## config.mk

```make
export PLATFORM = sky130hd
export DESIGN_NAME = regfile_mp
export DESIGN_NICKNAME = d
export VERILOG_FILES = /design/src/rtl/regfile_pkg.sv /design/src/rtl/regfile_scoreboard.sv /design/src/rtl/regfile_mp.sv
export SDC_FILE = /design/constraint.sdc
export NUM_CORES = 2
export LEC_CHECK = 0
export CAP_MARGIN = 0
export CORE_MARGIN = 8
export CORE_UTILIZATION = 40
export DETAILED_ROUTE_END_ITERATION = 10
export GPL_TIMING_DRIVEN = 0
export SLEW_MARGIN = 40
export SYNTH_ARGS = -nofsm -noshare
export SYNTH_HDL_FRONTEND = slang
export SYNTH_HIERARCHICAL = 1
export SYNTH_SLANG_ARGS = --single-unit
```

## constraint.sdc

```tcl
create_clock -name clk -period 7.7 [get_ports clk]
set_clock_uncertainty 0.1 [all_clocks]
set_input_delay 1.925 -clock clk [delete_from_list [all_inputs] [get_ports clk]]
set_output_delay 1.925 -clock clk [all_outputs]
set_load 0.02 [all_outputs]
```

## src/rtl/regfile_pkg.sv

```systemverilog
// Shared constants and helpers for the multi-port register file.
// Used by regfile_mp and regfile_scoreboard.
package regfile_pkg;

    localparam int REG_ZERO  = 0;
    localparam int DEF_WIDTH = 32;
    localparam int DEF_DEPTH = 32;
    // Widest pending vector popcount accepts; callers zero-extend into it.
    localparam int MAX_DEPTH = 256;

    function automatic int unsigned popcount(input logic [MAX_DEPTH-1:0] bits);
        int unsigned n;
        n = 0;
        for (int k = 0; k < MAX_DEPTH; k++) begin
            n += int'(bits[k]);
        end
        return n;
    endfunction

endpackage

```

## src/rtl/regfile_scoreboard.sv

```systemverilog
// Pending-bit scoreboard: issue sets a bit, writeback clears it.
// When both happen together, the set wins. Register 0 is never pending.
module regfile_scoreboard
    import regfile_pkg::*;
#(
    parameter int DEPTH  = DEF_DEPTH,
    parameter int NWRITE = 1,
    parameter int AW     = $clog2(DEPTH)
) (
    input  logic                 clk,
    input  logic                 reset_n,
    input  logic [NWRITE-1:0]    we,
    input  logic [NWRITE*AW-1:0] wa,
    input  logic                 issue_valid,
    input  logic [AW-1:0]        issue_wa,
    output logic [DEPTH-1:0]     pending,
    output logic [AW:0]          pend_count
);

    logic [DEPTH-1:0]     pend_reg;
    logic [DEPTH-1:0]     pend_next;
    logic [AW:0]          count_reg;
    logic [AW:0]          count_next;
    logic [MAX_DEPTH-1:0] pend_ext;

    always_comb begin
        pend_next = pend_reg;
        for (int i = 0; i < NWRITE; i++) begin
            if (we[i]) begin
                pend_next[wa[i*AW +: AW]] = 1'b0;
            end
        end
        // Applied after the clears so a new producer supersedes the writeback.
        if (issue_valid) begin
            pend_next[issue_wa] = 1'b1;
        end
        pend_next[REG_ZERO] = 1'b0;

        pend_ext                = '0;
        pend_ext[DEPTH-1:0]     = pend_next;
        count_next              = (AW+1)'(popcount(pend_ext));
    end

    always_ff @(posedge clk) begin
        if (!reset_n) begin
            pend_reg  <= '0;
            count_reg <= '0;
        end else begin
            pend_reg  <= pend_next;
            count_reg <= count_next;
        end
    end

    assign pending    = pend_reg;
    assign pend_count = count_reg;

endmodule

```

## src/rtl/regfile_mp.sv

```systemverilog
// Multi-port register file with combinational reads, synchronous writes and a
// pending scoreboard. Define REGFILE_BYPASS_EN to forward same-cycle write data.
module regfile_mp
    import regfile_pkg::*;
#(
    parameter int WIDTH  = DEF_WIDTH,
    parameter int DEPTH  = DEF_DEPTH,
    parameter int NREAD  = 2,
    parameter int NWRITE = 1,
    parameter int AW     = $clog2(DEPTH)
) (
    input  logic                    clk,
    input  logic                    reset_n,
    input  logic [NWRITE-1:0]       we,
    input  logic [NWRITE*AW-1:0]    wa,
    input  logic [NWRITE*WIDTH-1:0] wd,
    input  logic [NREAD*AW-1:0]     ra,
    output logic [NREAD*WIDTH-1:0]  rd,
    output logic [NREAD-1:0]        rd_pending,
    input  logic                    issue_valid,
    input  logic [AW-1:0]           issue_wa,
    output logic [AW:0]             pend_count
);

    logic [WIDTH-1:0] rf_reg [DEPTH];
    logic [DEPTH-1:0] pending;

    // Ascending port order makes the highest-index port win on a collision.
    always_ff @(posedge clk) begin
        if (!reset_n) begin
            for (int r = 0; r < DEPTH; r++) begin
                rf_reg[r] <= '0;
            end
        end else begin
            for (int i = 0; i < NWRITE; i++) begin
                if (we[i] && (wa[i*AW +: AW] != AW'(REG_ZERO))) begin
                    rf_reg[wa[i*AW +: AW]] <= wd[i*WIDTH +: WIDTH];
                end
            end
        end
    end

    regfile_scoreboard #(
        .DEPTH  (DEPTH),
        .NWRITE (NWRITE),
        .AW     (AW)
    ) u_scoreboard (
        .clk         (clk),
        .reset_n     (reset_n),
        .we          (we),
        .wa          (wa),
        .issue_valid (issue_valid),
        .issue_wa    (issue_wa),
        .pending     (pending),
        .pend_count  (pend_count)
    );

    genvar gi;
    generate
        for (gi = 0; gi < NREAD; gi++) begin : g_read
            logic [AW-1:0]    addr;
            logic [WIDTH-1:0] rd_word;
            logic             rd_pend;

            assign addr = ra[gi*AW +: AW];

            always_comb begin
                rd_word = rf_reg[addr];
                rd_pend = pending[addr];
                if (addr == AW'(REG_ZERO)) begin
                    rd_word = '0;
                    rd_pend = 1'b0;
                end
`ifdef REGFILE_BYPASS_EN
                for (int i = 0; i < NWRITE; i++) begin
                    if (we[i] && (wa[i*AW +: AW] == addr) && (addr != AW'(REG_ZERO))) begin
                        rd_word = wd[i*WIDTH +: WIDTH];
                        rd_pend = 1'b0;
                    end
                end
`endif
            end

            assign rd[gi*WIDTH +: WIDTH] = rd_word;
            assign rd_pending[gi]        = rd_pend;
        end
    endgenerate

endmodule

```

== Word-level counts from Yosys, hierarchy flattened ==
Memory sizes are Yosys's and may differ from the RTL's.
Cells that the tools add are included.
Cells by class
  add/subtract/negate cells: 30
  $mul: 0
  div/mod/pow operators: 0
  $lt $le $gt $ge: 6
  eq/ne operators: 0
  shift-type cells: 0
  muxes and demuxes: 21
  bitwise logic cells: 3
  reductions and logical operators: 7
Operator list (number)
  adder 6 x 1 -> 6 bit: 29
  2-to-1 mux 32 bit: 5
  bitwise AND 32 bit: 1
  NOT 32 bit: 1
  bitwise OR 32 bit: 1
  OR reduction 32 bit: 1
  less-than comparator 5 x 6 -> 1 bit, second input constant: 4
  2-to-1 mux 1 bit: 11
  binary-select mux 1 bit (select 5 bit): 2
  demux 1 bit (select 5 bit): 2
  >= comparator 5 x 1 -> 1 bit, second input constant: 2
  zero test 5 bit: 2
  2-to-1 mux 5 bit: 1
  nonzero test 5 bit: 1
  logical AND 1 bit: 3
  adder 1 x 1 -> 2 bit: 1
Storage, ports and cells
  register bits: 38
  latch bits: 0
  bits in writable memories: 1024
  ROM bits: 0
  output and inout bits: 72
  word-level logic and storage cells: 71
  memories: 1
Memories
  rf_reg: words 32, bits a word 32, rd ports 2, clocked after memory_dff 0, wr ports 32, line regfile_mp.sv:25  | logic [WIDTH-1:0] rf_reg [DEPTH];

== Logic depth before layout (Yosys ltp) ==
  depth after elaboration: 39
  gate-level depth with buffers: 22
  mapped depth without buffers: 21

== Cells and area by module ==
Netlist, hierarchy kept.
By module, submodules not included
  regfile_mp: instances 1, cells an instance 3690, area each 54969.0 sq um, sequential area each 30749.5 sq um
  regfile_scoreboard: instances 1, cells an instance 274, area each 2346.0 sq um, sequential area each 740.7 sq um

== Worst setup path before layout ==
OpenSTA, ideal clock, no wires.
  path kind: input -> register
  start: in issue_wa[1]
  end: reg u_scoreboard.count_reg[4] (netlist: u_scoreboard/pend_count[4])
  library setup time: 72 ps
  arrival: 7227 ps
  required time: 7528 ps
  setup slack: 302 ps
  cell stages on the path: 22
  path through: and3b_1 clkbuf_1 nand2_1 and2_1 fa_1 inv_1 fa_1 fa_1 inv_1 fa_1 fa_1 inv_1 fa_1 inv_1 fa_1 inv_1 fa_1 inv_1 fa_1 nand2b_1 a21oi_1 mux2i_1
Between the ends
  word-level cells in the longest chain between the ends: 36
RTL lines
  from (decl): line regfile_mp.sv:21  | input logic [AW-1:0] issue_wa,
  less-than comparator 5 x 6 -> 1 bit (implied by the code) or >= comparator 5 x 1 -> 1 bit (tied branches): line regfile_scoreboard.sv:35  | pend_next[issue_wa] = 1'b1;
  logical AND 1 bit (implied by the code): line regfile_scoreboard.sv:35
  2-to-1 mux 1 bit (implied by the code): line regfile_scoreboard.sv:35
  demux 1 bit (select 5 bit) *
  bitwise OR 32 bit (no source line) *
  2-to-1 mux 32 bit *: line regfile_scoreboard.sv:34  | if (issue_valid) begin
  adder 1 x 1 -> 2 bit: line regfile_pkg.sv:15  | n += int'(bits[k]);
  adder 6 x 1 -> 6 bit (28 in series): line regfile_pkg.sv:15
  adder 6 x 1 -> 6 bit *: line regfile_pkg.sv:15
  to (signal assigned): line regfile_scoreboard.sv:50  | count_reg <= count_next;
  to (decl): line regfile_scoreboard.sv:22  | logic [AW:0] count_reg;
Every way passes the cells marked *; elsewhere a longest branch is shown, timed or not.
A chain may end at the register's enable or synchronous reset.

== Worst setup path after layout ==
  start: in ra[3]
  end: out rd[18]
Between the ends
  word-level cells in the longest chain between the ends: 2
RTL lines
  from (decl): line regfile_mp.sv:17  | input logic [NREAD*AW-1:0] ra,
  memory read (32 x 32 bit) or zero test 5 bit (tied branches)
  2-to-1 mux 32 bit *: line regfile_mp.sv:70  | if (addr == AW'(REG_ZERO)) begin
  to (decl): line regfile_mp.sv:18  | output logic [NREAD*WIDTH-1:0] rd,
Marks and branches as above.

==> qor.txt <==
Status: complete, but fails checks
Violated checks: setup timing
Clock Tree Buf Depth: 3
First-pass GRT wire length: 323 mm
Area Growth Syn to Fin: 16.9%
Clock transition at path regs: 0.06 ns
Slew HR: 0.353
Initial antenna violation count: 13
# DRC: 0
Clock Tree Root: clkbuf_16
Synth cell types: 57
Placer Congestion: 0.973
Iter 0 DRT Violations: 6775
DP Area: 63100 sq um
Met3 wire len: 34.8 mm
Antenna Nets Post-Route: 0
Clock tree from TritonCTS: yes
Hpwl dp: 173 mm
Drt first pass iters: 8
Setup WS post-layout: -0.141 ns
Share of layout cells above drive strength 1: 0.229
H-tree Lvls: 3
Final Core Density: 0.469
Detailed-routed wire length on met2: 105 mm
Mapped Cells: 3964
# clock sinks: 1061
Async SR Flop Fraction: 0
Worst-Skew Late Latency: 0.74 ns
Max reg flops: 1024
Met1 WL: 85.0 mm
Crit path kind: primary input to output pin
Synth Area per Inst: 14.5 sq um
Most frequent CP cell: clkdlybuf4s50_1
Post-synth top area share: 0.537
Hold Fails Final Rpt: 0
Post-synth EDFFs: 1024
Dpl ws: -0.824 ns
Worst Hold Class: register to register
Synth top area cells: edfxtp_1 (54%), mux4_2 (17%), and2_1 (11%)
Leak pwr: 23.4 nW
Core area: 143000 sq um
Final worst-path cycle share: 1.02
Worst path bufs/invs: 5
# setup viols final: 32
WHS: 0.409 ns
Min Tclk post-route: 7.84 ns
Slew @ Worst Pin: 0.967 ns
Synth warn: 6
Initial Util: 0.401
Top cell type by total area after synthesis: edfxtp_1
Nets: 4406
Die area: 156000 sq um
Crit path max fanout: 10
Ys flop type: edfxtp_1
Critical Path AT: 5.82 ns
Cell Area, Synth: 57300 sq um
CP Cell Sequence: clkdlybuf4s50_1, buf_2, or3b_2, buf_1, clkbuf_2, o22ai_1, a2111oi_1, nor3_1, clkdlybuf4s50_1
Port bufs: 121
Fin area: 67000 sq um
Peak VDD IR: 0.215 mV
Most frequent cells in the layout: and2_1 (1024), edfxtp_1 (1024), mux4_2 (422), mux2i_1 (257), clkbuf_1 (239)
Vias in the first global route: 39787
Critical Path RT: 5.68 ns
Vias after detailed routing: 40750
Peak Freq: 128 MHz
Worst setup SP type: primary input
Largest net degree at the start of global routing: 25
PD cells: 218 nW/um^2
Die W: 395 microns
All-Layer GR Usage: 0.297
Critical path's slowest cell: a2111oi_1
Grt ovf: 0
Fin. max-slew vios: 0
Ports: 128
Final WL: 240 mm
Sequential fraction of the synthesis area: 0.549
CP endpoint kind: output pin
Max cap viols: 0
CTS buffer count: 113
Wire length per cell: 37.9 microns
Core Rows: 139
Highest Signal Layer: met5
Cell family with the largest share of critical-path delay: buffers and inverters
Die height: 395 microns
Via/cell ratio: 6.45
#FFs+latches synth: 1061
Peak per-stage delay on the critical path: 0.88 ns
what timing repair did:
action,in CTS,in global routing
gates resized for setup,23,44
hold buffers,0,0
setup endpoints to repair,54,25
pin swaps,3,3
buffers inserted,5,0
routing by layer:
layer | up-vias | track usage
met5 | - | 0
met4 | 8 | 0.161
met3 | 740 | 0.117
met2 | 3376 | 0.446
met1 | 20764 | 0.368
li1 | 15862 | -
layout make-up:
cell class	count	area (sq um)
clock buffer	138	2960
timing repair buffer	215	2720
antenna	6	15.0
tap	1903	2380
inverter	36	139
buffer	410	1960
fill	12518	76000
clock inverter	68	649
multi-input combinational	2483	24700
sequential	1061	31500
kinds of logic (layout without fill, tap and decap cells):
group / count (synthesis) / count (layout) / synth area share
adder cells (fa/ha/maj): 30 / 30 / 0.00956
buffers and inverters: 451 / 867 / 0.0345
flip-flops: 1061 / 1061 / 0.549
AO/OA/AOI/OAI: 428 / 428 / 0.0524
AND/OR/NAND/NOR: 1273 / 1273 / 0.135
multiplexers: 718 / 718 / 0.218
other: 2 / 39 / 0.000131
XOR/XNOR: 1 / 1 / 0.000153
power by group:
group	internal [W]	switching [W]
Combinational	0.000851	0.00136
Sequential	0.00664	0.000174
Clock	0.00309	0.00246
synthesized netlist by cell type, drive strengths merged, types with 39 or more instances:
library cell and count:
nand2 59, a211oi 44, mux4 422, o21ai 62
edfxtp 1024, nor3 48, nor2 40, a22o 54
and2 1024, buf 119, clkbuf 296, mux2i 257
a21oi 69, a22oi 69, o22ai 47, mux2 39
metrics by stage:
stage	power, W	instances	TNS [ns]
after CTS	0.0144	6317	0
after floorplan	0.00798	3995	0
after detailed placement	0.00902	6108	-16.66
after global placement	0.00893	6019	-2156.72
after global routing	0.0148	6315	-0.0656
final	0.0146	6320	-1.89
tightest hold or removal path, cell delays in order (launching register included):
cell and delay [ns]:
dfxtp_1 0.34, o21ai_2 0.07, a21oi_1 0.06
path summary, 6_finish.rpt:
check                                                        start                                     to  slack (ns)  cells past startpoint
worst max register to register  u_scoreboard/pending[1]$_SDFF_PN0_  u_scoreboard/pend_count[4]$_SDFF_PN0_        2.02                     20
worst min register to register  u_scoreboard/pending[9]$_SDFF_PN0_     u_scoreboard/pending[9]$_SDFF_PN0_        0.41                      2
worst min-delay path            u_scoreboard/pending[9]$_SDFF_PN0_     u_scoreboard/pending[9]$_SDFF_PN0_        0.41                      2
worst max-delay path                                         ra[3]                                 rd[18]       -0.14                      9
(Power assumes the default switching activity.)
